## src/rtl/imm_extend_pipe.sv

```systemverilog
// imm_extend_pipe: LEGv8 immediate decode/extend into a small FIFO.
// Optional IMMEXT_BRANCH_SHIFT_EN adds imm_sh (branch offset << 2).
module imm_extend_pipe #(
  parameter int DATA_W = 64,
  parameter int DEPTH  = 2
) (
  input  logic              clk,
  input  logic              reset,
  input  logic              flush,
  input  logic              in_valid,
  output logic              in_ready,
  input  logic [31:0]       instr,
  output logic              out_valid,
  input  logic              out_ready,
  output logic [DATA_W-1:0] imm,
  output logic [2:0]        itype
`ifdef IMMEXT_BRANCH_SHIFT_EN
  ,
  output logic [DATA_W-1:0] imm_sh
`endif
);

  typedef enum logic [2:0] {
    IT_NONE = 3'd0,
    IT_R    = 3'd1,
    IT_D    = 3'd2,
    IT_CB   = 3'd3,
    IT_B    = 3'd4,
    IT_I    = 3'd5
  } itype_e;

  // Two physical slots; DEPTH only caps occupancy.
  localparam int SLOTS = 2;
  localparam logic [1:0] DEPTH_C = 2'(DEPTH);

  logic [10:0] op11;
  logic [9:0]  op10;
  logic [7:0]  op8;
  logic [5:0]  op6;

  logic is_r;
  logic is_d;
  logic is_cb;
  logic is_b;
  logic is_i;

  logic [DATA_W-1:0] d_imm;
  itype_e            d_ity;
`ifdef IMMEXT_BRANCH_SHIFT_EN
  logic [DATA_W-1:0] d_sh;
`endif

  logic [DATA_W-1:0] mem_imm [SLOTS];
  itype_e            mem_ity [SLOTS];
`ifdef IMMEXT_BRANCH_SHIFT_EN
  logic [DATA_W-1:0] mem_sh  [SLOTS];
`endif

  logic       wr_ptr;
  logic       rd_ptr;
  logic [1:0] count;
  logic       push;
  logic       pop;

  // Register fields are not part of any immediate.
  logic unused_rd;
  assign unused_rd = ^instr[4:0];

  assign op11 = instr[31:21];
  assign op10 = instr[31:22];
  assign op8  = instr[31:24];
  assign op6  = instr[31:26];

  assign is_r = (op11 == 11'b11010011011)
             || (op11 == 11'b11010011010)
             || (op11 == 11'b10011011000)
             || (op11 == 11'b10101011000)
             || (op11 == 11'b11101011000);

  assign is_d = (op11 == 11'b11111000010)
             || (op11 == 11'b11111000000);

  assign is_cb = (op8 == 8'b01010100)
              || (op8 == 8'b10110100);

  assign is_b = (op6 == 6'b000101);

  assign is_i = (op10 == 10'b1001000100)
             || (op10 == 10'b1101000100);

  // First matching class wins; unknown encodings yield zero.
  always_comb begin
    d_imm = '0;
    d_ity = IT_NONE;
    priority case (1'b1)
      is_r: begin
        d_imm = {{(DATA_W-6){1'b0}}, instr[15:10]};
        d_ity = IT_R;
      end
      is_d: begin
        d_imm = {{(DATA_W-9){instr[20]}}, instr[20:12]};
        d_ity = IT_D;
      end
      is_cb: begin
        d_imm = {{(DATA_W-19){instr[23]}}, instr[23:5]};
        d_ity = IT_CB;
      end
      is_b: begin
        d_imm = {{(DATA_W-26){instr[25]}}, instr[25:0]};
        d_ity = IT_B;
      end
      is_i: begin
        d_imm = {{(DATA_W-12){1'b0}}, instr[21:10]};
        d_ity = IT_I;
      end
      default: ;
    endcase
  end

`ifdef IMMEXT_BRANCH_SHIFT_EN
  // Branch offsets are word offsets; scale to bytes.
  always_comb begin
    d_sh = d_imm;
    if (d_ity == IT_CB || d_ity == IT_B)
      d_sh = d_imm << 2;
  end
`endif

  assign in_ready  = (count < DEPTH_C);
  assign out_valid = (count != 2'd0);
  assign push      = in_valid && in_ready;
  assign pop       = out_valid && out_ready;

  assign imm   = mem_imm[rd_ptr];
  assign itype = mem_ity[rd_ptr];
`ifdef IMMEXT_BRANCH_SHIFT_EN
  assign imm_sh = mem_sh[rd_ptr];
`endif

  function automatic logic nxt(input logic p);
    return (DEPTH_C == 2'd2) ? ~p : 1'b0;
  endfunction

  // Pointer/count bookkeeping and slot writes.
  always_ff @(posedge clk) begin
    if (reset) begin
      count  <= 2'd0;
      wr_ptr <= 1'b0;
      rd_ptr <= 1'b0;
      for (int i = 0; i < SLOTS; i++) begin
        mem_imm[i] <= '0;
        mem_ity[i] <= IT_NONE;
`ifdef IMMEXT_BRANCH_SHIFT_EN
        mem_sh[i]  <= '0;
`endif
      end
    end else if (flush) begin
      count  <= 2'd0;
      wr_ptr <= 1'b0;
      rd_ptr <= 1'b0;
    end else begin
      if (push) begin
        mem_imm[wr_ptr] <= d_imm;
        mem_ity[wr_ptr] <= d_ity;
`ifdef IMMEXT_BRANCH_SHIFT_EN
        mem_sh[wr_ptr]  <= d_sh;
`endif
        wr_ptr <= nxt(wr_ptr);
      end
      if (pop)
        rd_ptr <= nxt(rd_ptr);
      count <= count + {1'b0, push} - {1'b0, pop};
    end
  end

endmodule

```

## config.mk

```make
export PLATFORM = sky130hd
export DESIGN_NAME = imm_extend_pipe
export DESIGN_NICKNAME = d
export VERILOG_FILES = /design/src/rtl/imm_extend_pipe.sv
export SDC_FILE = /design/constraint.sdc
export NUM_CORES = 1
export LEC_CHECK = 0
export BUFFER_PORTS_ARGS = -buffer_cell sky130_fd_sc_hd__buf_2
export CAP_MARGIN = 5
export CORE_MARGIN = 4
export CORE_UTILIZATION = 47
export CTS_CLUSTER_DIAMETER = 60
export CTS_CLUSTER_SIZE = 8
export DETAILED_ROUTE_END_ITERATION = 10
export PLACE_DENSITY = 0.76
export SETUP_SLACK_MARGIN = 0.3
export SYNTH_ARGS = -nofsm -noshare
export SYNTH_HDL_FRONTEND = slang
export SYNTH_SLANG_ARGS = --single-unit
```

## constraint.sdc

```tcl
create_clock -name clk -period 2 [get_ports clk]
set_clock_uncertainty 0.2 [all_clocks]
set_input_delay 0.1 -clock clk [delete_from_list [all_inputs] [get_ports clk]]
set_output_delay 0.1 -clock clk [all_outputs]
set_load 0.01 [all_outputs]
```

==> impl_metrics.json <==
{
  "power_mw": 3.25,
  "syn2layout_area_growth_pct": 43.4,
  "insertion_delay_ns": 0.33,
  "startpoint": "count[1]",
  "period_share_pct": 93.6,
  "synth_cells": 326,
  "synth_top_area_share_pct": 47.9,
  "grt.overflow.total": 0,
  "start_util_pct": 49.4,
  "synth_fa_ha_area_share_pct": 0.688,
  "cts_buffers": 9,
  "core_mm2": 0.00737,
  "p_leak_nw": 2.10,
  "cts.sinks": 63,
  "synth_xor_area_share_pct": 0.963,
  "synthDistinctLibCells": 46,
  "synth_ff_type": "edfxtp_1",
  "yosys.area_share.simple_pct": 15.2,
  "die_w_um": 96.0,
  "clk_pin_slew_worst_paths_ns": 0.07,
  "port_buffers": 105,
  "path_class": "register to register",
  "grt_pass1_wl_mm": 14.7,
  "synth_edf_count": 58,
  "hold_path_class": "input pin to register",
  "combinationalPowerShare_pct": 17.3,
  "wl_per_cell_um": 19.8,
  "holdPathStages": 2,
  "ys_seq_area_share_pct": 50.6,
  "reg2reg_depth": 8,
  "h-tree-depth": 3,
  "track_usage_pct": 21.4,
  "syn_area_mm2": 0.00364,
  "firstDrtPassIters": 5,
  "drt_wl_total_mm": 10.8,
  "ant_nets": 0,
  "dieArea_mm2": 0.00921,
  "ios": 106,
  "gp_congestion": 0.878,
  "reg2reg_from": "count[1]",
  "violations": "negative hold slack",
  "rr_endpoint": "count[1]",
  "seqPwrFrac_pct": 46.6,
  "dpl.hpwl_mm": 6.52,
  "timing.reg2reg.setup_slack_ns": 0.13,
  "finalWorstSetupSlack_ns": 0.129,
  "postSynthAreaPerCell_um2": 11.2,
  "finalHoldViolCount": 4,
  "synth_top_family_by_area": "simple AND/OR/NAND/NOR gates",
  "slew_headroom_pct": 69.2,
  "synthTopCellsByArea": "edfxtp_1, mux2_2, buf_4",
  "antenna_found_initial": 0,
  "muxShareOfSynthArea_pct": 8.98,
  "grt_max_degree": 30,
  "p_per_area_mw_per_mm2": 622,
  "switchingPower_mw": 0.771,
  "critical_path_arrival_ns": 1.92,
  "drive_above_1_share_pct": 53.3,
  "fmax_ghz": 0.534,
  "netSwitchingFraction_pct": 23.8,
  "viasPerCell": 5.75,
  "ys_warn_count": 0,
  "drc": 0,
  "ir_drop_mv": 0.461,
  "rsz0062_at_grt": "yes",
  "vias": 3130,
  "min-delay-start": "flush",
  "syn_nets": 365,
  "ys_ff_latch": 63,
  "yosysTopAreaCell": "edfxtp_1",
  "p_clk_share_pct": 36.1,
  "required_ns": 2.05,
  "tightest_slew_ns": 0.462,
  "cts_root_buf": "clkbuf_8",
  "pre_cts_ws_ns": -0.0592,
  "min_period_ns": 1.87,
  "grt_pass1_vias": 2838,
  "crit_fanout": 3,
  "worstSetupEndpointType": "register",
  "outcome": "complete, but fails checks",
  "cts.path.max_buffers": 2,
  "drt_iter0_drc": 370,
  "postCtsHoldBufs": 5,
  "start_kind": "register",
  "fp.dieH_um": 96.0,
  "synth_compound_area_share_pct": 12.5,
  "core.rowCount": 31,
  "setup_viol": 0,
  "synthArstFlopShare_pct": 0,
  "internal_power_mw": 2.48,
  "fin_nets": 479,
  "fin_util_pct": 70.8,
  "hold_slack_ns": -0.206,
  "n_antenna_cell": 0,
  "cts_tree": "built",
  "drv_cap": 0,
  "min_to": "wr_ptr",
  "maxSlewViolCount": 0
}
## area by class of cell
type / instances / area, µm²
fillers: 509 / 2150
flip-flops and latches: 63 / 1850
multi-input cells: 214 / 1730
repair buffers: 149 / 1300
clock buffers: 11 / 131
well taps: 99 / 124
clock inverters: 5 / 72.6
inverters: 3 / 11.3
## layout by cell type (no fill, tap or decap), drive strengths merged, types with 2 or more instances in the layout
cell type and instances:
nand3b 2, ha 2, nor3b 3, edfxtp 58
or3 2, o22ai 7, and3 3, buf 141
inv 3, mux2 36, or3b 2, nor2 39
xnor2 4, nor3 6, clkbuf 15, o21ai 7
a211o 8, dlygate4sd3 4, bufinv 2, o32a 2
nand2b 2, and2 23, nand2 15, a21oi 25
a22o 2, o21a 2, dfxtp 5, nand3 3
clkinv 3, a221oi 10
## power by group through the flow
stage / clock [mW] / combinational (mW) / sequential (mW)
after floorplan: 0 / 0.253 / 1.53
after global placement: 0 / 0.384 / 1.53
after detailed placement: 0 / 0.389 / 1.53
after CTS: 1.18 / 0.457 / 1.51
after global routing: 1.25 / 0.597 / 1.52
final: 1.17 / 0.563 / 1.51
## worst max-delay path by stage
stage / endpoint / slack (ns) / cells past startpoint
2_1_floorplan: mem_imm[0][3] / 0.19 / 6
3_3_place_gp: mem_imm[0][1] / 0.01 / 7
3_5_place_dp: mem_imm[1][0] / -0.06 / 7
4_1_cts: count[1] / 0.16 / 8
5_1_grt: count[1] / 0.1 / 8
6_report: count[1] / 0.13 / 8
## worst max-delay path, cell delays in order, from the launching register on
cell and delay (ns):
dfxtp_4 0.36, or2_4 0.24, and2_4 0.15, ha_4 0.26, inv_2 0.03, ha_4 0.15
xnor2_2 0.13, xnor2_1 0.12, nor3_1 0.15
## synthesized netlist by cell type, drive strengths merged, types with 3 or more instances
library cell	count
nand3	3
a21oi	25
nor3	6
o22ai	7
and3	3
inv	3
and2	23
mux2	29
dfxtp	5
clkbuf	6
nand2	15
o21ai	7
nor2	39
a221oi	10
buf	46
xnor2	4
a211o	7
nor3b	3
edfxtp	58
## repair_timing
action                                 4_1_cts  5_1_grt
endpoints found under the hold margin       10        4
gates resized for setup                     43       59
setup endpoints to repair                  153      169
buffers inserted                             6        7
gates cloned                                 3       11
pin swaps                                    1        6
## cells by family after synthesis
kind of cell / count (synthesis)
AND/OR/NAND/NOR: 106
AO/OA/AOI/OAI: 65
flip-flops: 63
buffers and inverters: 57
multiplexers: 29
XOR/XNOR: 4
adder cells (fa/ha/maj): 2
## state kept, by name, indices dropped and copies added, names as in the netlist, named ones only
register	flops
wr_ptr	1
mem_imm	52
rd_ptr	1
mem_ity	6
count	2
## routing by layer
layer  track usage, %  routed length, µm  vias up
met2             33.8               5360      179
met1             28.7               4250     1505
met5                0                  0        -
met4             10.3                313        0
li1                 -                  -     1401
met3             3.52                839       45
## per-stage QoR
step,hold WS (ns),cells,setup TNS (ns),area (µm²)
after floorplan,-0.0234,326,0,3700
after global placement,0.132,497,0,4150
after detailed placement,0.145,497,-0.419,4150
after CTS,-0.215,527,0,4710
after global routing,-0.215,544,0,5220
final,-0.206,544,0,5220
Power figures use the tool's default switching activity.
